File: src/rtl/pattern_tx_pkg.sv
// Shared state encoding and default sizing for the serial pattern transmitter.
package pattern_tx_pkg;

  localparam int WIDTH_DEF    = 6;
  localparam int REPEAT_W_DEF = 4;

  typedef enum logic [1:0] {
    S_IDLE  = 2'd0,
    S_LOAD  = 2'd1,
    S_SHIFT = 2'd2,
    S_DONE  = 2'd3
  } state_t;

endpackage

File: src/rtl/pattern_tx_shreg.sv
// Parallel-load, shift-left register exposing its MSB; load wins over shift.
// Latency: 1 cycle from load to MSB; no backpressure, the enables are obeyed every cycle.
module pattern_shreg
  import pattern_tx_pkg::*;
#(
  parameter int WIDTH = WIDTH_DEF
) (
  input  logic             clk,
  input  logic             rst,
  input  logic             load,
  input  logic             shift,
  input  logic [WIDTH-1:0] din,
  output logic             msb
);

  logic [WIDTH-1:0] shreg;

  always_ff @(posedge clk or posedge rst) begin
    if (rst) begin
      shreg <= '0;
    end else if (load) begin
      shreg <= din;
    end else if (shift) begin
      shreg <= {shreg[WIDTH-2:0], 1'b0};
    end
  end

  assign msb = shreg[WIDTH-1];

endmodule

File: src/rtl/pattern_tx.sv
// Serial pattern transmitter: sends a captured pattern MSB-first, repeat_cnt+1 times back-to-back.
// Latency: first bit 2 cycles after the accept edge, busy for N+3 cycles; no backpressure, start ignored while busy.
module pattern_tx
  import pattern_tx_pkg::*;
#(
  parameter int WIDTH    = WIDTH_DEF,
  parameter int REPEAT_W = REPEAT_W_DEF
) (
  input  logic                clk,
  input  logic                rst,
  input  logic                start,
  input  logic [WIDTH-1:0]    pattern,
  input  logic [REPEAT_W-1:0] repeat_cnt,
  output logic                dout,
  output logic                valid,
  output logic                busy,
  output logic                done
);

  localparam int CW = $clog2(WIDTH);
  localparam logic [CW-1:0] LAST_BIT = CW'(WIDTH - 1);

  state_t              state;
  logic [WIDTH-1:0]    hold;
  logic [REPEAT_W-1:0] rep;
  logic [CW-1:0]       bitcnt;

  logic             sh_load;
  logic             sh_shift;
  logic [WIDTH-1:0] sh_din;
  logic             sh_msb;

  // The shift register is loaded from the live pattern on accept and from
  // the hold copy on each repeat, so later pattern changes never leak in.
  always_comb begin
    sh_load  = 1'b0;
    sh_shift = 1'b0;
    sh_din   = hold;
    case (state)
      S_IDLE: begin
        sh_load = start;
        sh_din  = pattern;
      end
      S_SHIFT: begin
        sh_shift = 1'b1;
        sh_load  = (bitcnt == '0) && (rep != '0);
      end
      default: ;
    endcase
  end

  pattern_shreg #(.WIDTH(WIDTH)) u_shreg (
    .clk   (clk),
    .rst   (rst),
    .load  (sh_load),
    .shift (sh_shift),
    .din   (sh_din),
    .msb   (sh_msb)
  );

  always_ff @(posedge clk or posedge rst) begin
    if (rst) begin
      state  <= S_IDLE;
      hold   <= '0;
      rep    <= '0;
      bitcnt <= '0;
      dout   <= 1'b0;
      valid  <= 1'b0;
      busy   <= 1'b0;
      done   <= 1'b0;
    end else begin
      dout  <= 1'b0;
      valid <= 1'b0;
      done  <= 1'b0;
      case (state)
        S_IDLE: begin
          busy <= 1'b0;
          if (start) begin
            hold  <= pattern;
            rep   <= repeat_cnt;
            busy  <= 1'b1;
            state <= S_LOAD;
          end
        end
        S_LOAD: begin
          bitcnt <= LAST_BIT;
          state  <= S_SHIFT;
        end
        S_SHIFT: begin
          dout  <= sh_msb;
          valid <= 1'b1;
          if (bitcnt == '0) begin
            if (rep != '0) begin
              rep    <= rep - REPEAT_W'(1);
              bitcnt <= LAST_BIT;
            end else begin
              state <= S_DONE;
            end
          end else begin
            bitcnt <= bitcnt - CW'(1);
          end
        end
        S_DONE: begin
          done  <= 1'b1;
          state <= S_IDLE;
        end
        default: begin
          busy  <= 1'b0;
          state <= S_IDLE;
        end
      endcase
    end
  end

endmodule

File: config.mk
export PLATFORM = sky130hd
export DESIGN_NAME = pattern_tx
export DESIGN_NICKNAME = d
export VERILOG_FILES = /design/src/rtl/pattern_tx_pkg.sv /design/src/rtl/pattern_tx_shreg.sv /design/src/rtl/pattern_tx.sv
export SDC_FILE = /design/constraint.sdc
export NUM_CORES = 1
export LEC_CHECK = 0
export ABC_AREA = 1
export BUFFER_PORTS_ARGS = -buffer_cell sky130_fd_sc_hd__buf_2
export CAP_MARGIN = 5
export CORE_MARGIN = 3
export CORE_UTILIZATION = 35
export CTS_BUF_LIST = sky130_fd_sc_hd__clkbuf_16
export CTS_CLUSTER_DIAMETER = 200
export CTS_CLUSTER_SIZE = 12
export DETAILED_ROUTE_END_ITERATION = 8
export GPL_ROUTABILITY_DRIVEN = 0
export GPL_TIMING_DRIVEN = 1
export HOLD_SLACK_MARGIN = 0.1
export SYNTH_ARGS = -nofsm -noshare
export SYNTH_HDL_FRONTEND = slang
export SYNTH_SLANG_ARGS = --single-unit
File: constraint.sdc
create_clock -name clk -period 1.6 [get_ports clk]
set_clock_uncertainty 0.1 [all_clocks]
set_input_delay 0.08 -clock clk [delete_from_list [all_inputs] [get_ports clk]]
set_output_delay 0.08 -clock clk [all_outputs]
set_load 0.02 [all_outputs]
# --- Yosys cells after proc, flatten, opt, wreduce, memory -nomap -nowiden ---
# Cells that the tools add are included.
totals:
  ff_bits: 25
op_classes:
  addsub: 2
  eq_ne: 8
  n_mux: 19
  n_reduce_logical: 11
ops:
  columns: ["operator", "n"]
  rows:
  - ["6-bit two-way mux", 3]
  - ["4-bit two-way mux", 3]
  - ["2-bit inequality test, second input constant", 4]
  - ["2-bit case mux with 4 select lines", 1]
  - ["4-bit case mux with 2 select lines", 1]
  - ["2-bit two-way mux", 3]
  - ["3-bit two-way mux", 2]
  - ["3-bit case mux with 2 select lines", 1]
  - ["2-bit nonzero test", 3]
  - ["2-bit == test, second input constant", 2]
  - ["1-bit two-way mux", 4]
  - ["2-bit AND reduction", 2]
  - ["4-bit AND reduction", 1]
  - ["4-bit nonzero test", 1]
  - ["4-bit by 1-bit subtractor with 4-bit output, second input constant", 1]
  - ["3-bit logical NOT", 1]
  - ["3-bit inequality test, second input constant", 1]
  - ["3-bit AND reduction", 1]
  - ["3-bit by 1-bit subtractor with 3-bit output, second input constant", 1]
  - ["2-bit by 1-bit == test with 1-bit output, second input constant", 1]
  - ["2-bit logical NOT", 1]
  - ["1-bit case mux with 2 select lines", 1]
  - ["1-bit logical AND", 1]

# --- Longest topological paths before layout ---
depth:
  word_depth: 4
  mapped_depth: 10
  ltp_nobuf: 9

# --- Hierarchy ---
# From an unflattened synthesis, not the netlist that was laid out.
hier_totals:
  cells_unflattened: 171
  area_unflattened_um2: 1325.0
by_module_without_submodules:
  columns: ["module", "instances", "cells_per_inst", "area_each_um2", "seq_area_each_um2"]
  rows:
  - ["pattern_tx", 1, 132, 1039.7, 475.5]
  - ["pattern_shreg", 1, 39, 285.3, 150.1]

# --- Worst setup path before layout ---
# No wires, ideal clock.
synth_timing:
  path_kind: "register to register"
  startpoint: "register state[0]"
  endpoint: "register u_shreg.shreg[1]"
  setup_time_ps: 113
  arrival_time_ps: 1249
  required_time_ps: 1387
  path_slack_ps: 138
  stages_incl_launch_ff: 10
  n_path_buf: 2
  synth_period_minus_slack_ps: 1462
  cell_sequence: "dfrtp_1 inv_1 ha_1 buf_6 buf_8 nand2_2 a21boi_1 nand3_1 nand2_1 inv_1"
synth_via:
  elab_chain_len: 3
  word_cells_on_any_way: 7
  classes_between: "eq/ne (1); mux (4); reduce/logical (2)"
synth_rtl:
  columns: ["element", "line_no", "source"]
  rows:
  - ["start, declared", "pattern_tx.sv:23", "state_t state;"]
  - ["start signal, assigned", "pattern_tx.sv:63", "state <= S_IDLE;"]
  - ["start signal, assigned", "pattern_tx.sv:82", "state <= S_LOAD;"]
  - ["start signal, assigned", "pattern_tx.sv:87", "state <= S_SHIFT;"]
  - ["2-bit == test", "pattern_tx.sv:39", "case (state)"]
  - ["1-bit two-way mux", "pattern_tx.sv:39", null]
  - ["net sh_shift", "pattern_tx.sv:29", "logic sh_shift;"]
  - ["2-bit nonzero test (no source line)", null, null]
  - ["end signal, assigned", "pattern_tx_shreg.sv:22", "shreg <= din;"]
  - ["end signal, assigned", "pattern_tx_shreg.sv:24", "shreg <= {shreg[WIDTH-2:0], 1'b0};"]
  - ["end, declared", "pattern_tx_shreg.sv:16", "logic [WIDTH-1:0] shreg;"]
# The timed path passes the listed nets, and every way through them passes these cells.
# A chain may end at the register's enable or synchronous reset.

# --- Final worst setup path ---
layout_timing:
  startpoint: "register state[0]"
  endpoint: "register state[1]"
layout_via:
  elab_chain_len: 3
  word_cells_on_any_way: 9
  classes_between: "eq/ne (6); mux (1); reduce/logical (2)"
layout_rtl:
  columns: ["element", "line_no", "source"]
  rows:
  - ["2-bit == test / 2-bit logical NOT (equally long branches)", "pattern_tx.sv:75", "case (state)"]
  - ["2-bit inequality test (no source line)", null, null]
  - ["3-bit AND reduction (no source line)", null, null]
# Parallel ways exist; a longest one is shown, timed or not.

==> out/results.txt <==
status -> finished, final reports clean
first-pass GRT wire length -> 4750 µm
Hold Crit Start -> start
Critical Path Sink Type -> register
largest net degree at the start of global routing -> 26
Max-Cap Viols -> 0
core area -> 0.00403 mm²
syn nets -> 185
count of final setup violators -> 0
num rows -> 23
r2r endpoint -> state[1]$_DFFE_PP0P_
first drt pass iteration count -> 5
period utilization -> 93.9%
sequential cell area fraction in the yosys report -> 42.3%
Area Growth Syn to Fin -> 24.9%
Avg WL per Cell -> 10.5 µm
Combinational Power Share -> 55.5%
flop2flop setup slack -> 0.1 ns
Inserted Diodes -> 0
final WL -> 2620 µm
switching share of power -> 42.4%
Routed Antenna Nets -> 0
Worst Setup Start Kind -> register
GRT overflow -> 0
drt via density -> 4.48
Die H -> 71.0 µm
Clock Power Share -> 14.8%
highest net fanout along the worst path -> 8
peak supply drop -> 0.987 mV
worst-skew pair later-pin latency -> 0.26 ns
initial core utilization -> 36.7%
P per Cell Area -> 2050 mW/mm²
most frequent cells in the layout -> nand2_1, dfrtp_1, inv_1, buf_2, nand3_1
Syn Std Cell Area -> 0.00148 mm²
Min-Delay Path Class -> in2reg
Yosys warnings -> 0
Sw Pwr -> 1.61 mW
full die area -> 0.00504 mm²
worst hold slack -> 0.103 ns
internal power -> 2.18 mW
asr flop ratio synth -> 100%
Synth Register Bits -> 25
worst slew pin tran -> 0.328 ns
DRC viols -> 0
Clock Sinks -> 25
IO Count -> 17
final net count -> 219
die width -> 71.0 µm
Final Slew Violations -> 0
Yosys cell types -> 28
static leakage -> 0.929 nW
relative slew slack -> 78.1%
clock root cell -> clkbuf_16
H-Tree Depth -> 1
Fin Setup TNS -> 0 ns
clk slew on worst S/H paths -> 0.07 ns
CP arrival -> 1.55 ns
drt first-iter violations -> 37
initial antenna violation count -> 0
commonest non-fill, non-tap cell in the layout -> nand2_1
EDFF count, synth -> 0
CP required -> 1.65 ns
Mean Syn Cell Area -> 8.86 µm²
CTS max path bufs -> 2
Num CTS Buffers -> 3
RR Startpoint -> state[0]$_DFFE_PP0P_
synthesized instance count -> 167
GRT Total Usage -> 11.7%
Worst Hold Depth -> 3
WS Path Type -> reg2reg
RSZ-0062 raised after global routing -> true
fillers -> 414
IO buf count -> 16
HPWL after DPL -> 2020 µm
Final Hold Vio Count -> 0
layout cells sized above 1 -> 29.0%
via count -> 1121
fin crit period -> 1.50 ns
setup repair bufs after CTS -> 0
Fmax -> 666 MHz
CTS tree -> done
Post-synth top flop -> dfrtp_1
Hold EP -> hold[3]$_DFFE_PP0P_
Worst R2R Path Depth -> 10
sequential fraction of design power -> 29.7%
vias in the first global route -> 1101
## metal layers
metal  GRT usage [%]  share of wire [%]
met1            15.0                 48
met2            19.8                 47
met3            3.13                3.2
met4            2.51               0.80
met5               0                  0
## Yosys cell counts (4+ instances only)
cell type | instances | area, µm²
nor2_4 | 4 | 45.0
nand2_1 | 51 | 191
ha_1 | 5 | 62.6
nor2_1 | 4 | 15.0
mux2_2 | 5 | 56.3
inv_1 | 16 | 60.1
nand3_1 | 13 | 65.1
dfrtp_1 | 25 | 626
nand2_2 | 4 | 25.0
nand2_4 | 4 | 45.0
o21ai_0 | 8 | 40.0
## kinds of logic after synthesis
logic type / after synthesis / share of synthesized area [%]
buf+inv: 26 / 10.2
fa+ha+maj: 5 / 4.23
mux: 8 / 5.84
compound gates: 17 / 7.02
flops: 25 / 42.3
xor+xnor: 1 / 0.592
simple gates: 85 / 29.8
## worst max-delay path, cell delays in order, from the launching register on
cell and delay, ns:
dfrtp_1 0.37, inv_1 0.10, ha_1 0.20, buf_12 0.15, inv_8 0.05, nor2_4 0.09
inv_1 0.07, nand2_4 0.08, nor2_2 0.05, nand2_1 0.06, o21ai_2 0.05
## power by group through the flow
stage	Sequential, mW	Clock (mW)	Combinational [mW]
after floorplan	1.16	0	1.62
after global placement	1.14	0	2.05
after detailed placement	1.14	0	2.06
after CTS	1.13	0.594	2.10
after global routing	1.17	0.608	2.39
final	1.12	0.560	2.10
## how the worst max path moves through the flow
stage,from,end,slack (ns),cells after the start
after detailed placement,state[0]$_DFFE_PP0P_,u_shreg.shreg[2]$_DFFE_PP0P_,0.01,8
final,state[0]$_DFFE_PP0P_,state[1]$_DFFE_PP0P_,0.1,10
after CTS,state[1]$_DFFE_PP0P_,hold[4]$_DFFE_PP0P_,0.06,5
after global placement,state[0]$_DFFE_PP0P_,u_shreg.shreg[4]$_DFFE_PP0P_,0.007,7
after floorplan,state[0]$_DFFE_PP0P_,u_shreg.shreg[1]$_DFFE_PP0P_,0.14,9
after global routing,state[0]$_DFFE_PP0P_,u_shreg.shreg[4]$_DFFE_PP0P_,-0.006,7
## final cells by class
type                    count  area (µm²)  area share, %
well taps                  50        62.6           3.39
clock inverters             1        7.51          0.407
clock buffers               3        75.1           4.07
repair buffers             34         268           14.5
inverters                  21        88.8           4.81
multi-input cells         116         719           39.0
flip-flops and latches     25         626           33.9
## registers in the layout, summed over array words and instances, names as in the netlist
| signal | cells |
|---|---|
| bitcnt | 3 |
| dout | 1 |
| valid | 1 |
| rep | 4 |
| u_shreg.shreg | 6 |
| hold | 6 |
| state | 2 |
| done | 1 |
| busy | 1 |
## metrics by stage
step                total power, mW  std cells  utilization (%)  cell area [µm²]  setup WS, ns
floorplan                      2.77        167                -             1480         0.138
global placement               3.19        235             40.6             1640       0.00733
detailed placement             3.20        235             40.6             1640        0.0129
CTS                            3.82        250             45.5             1830        0.0580
global route                   4.17        250             45.8             1850      -0.00551
finish                         3.79        250             45.8             1850        0.0974
## repair_timing
action / CTS / global route
gates resized for setup: 1 / 4
hold buffers: 11 / 0
hold endpoints to repair: 40 / 0
endpoints found under the setup margin: 1 / 4
Note: power is estimated with default switching activity, not from simulation.
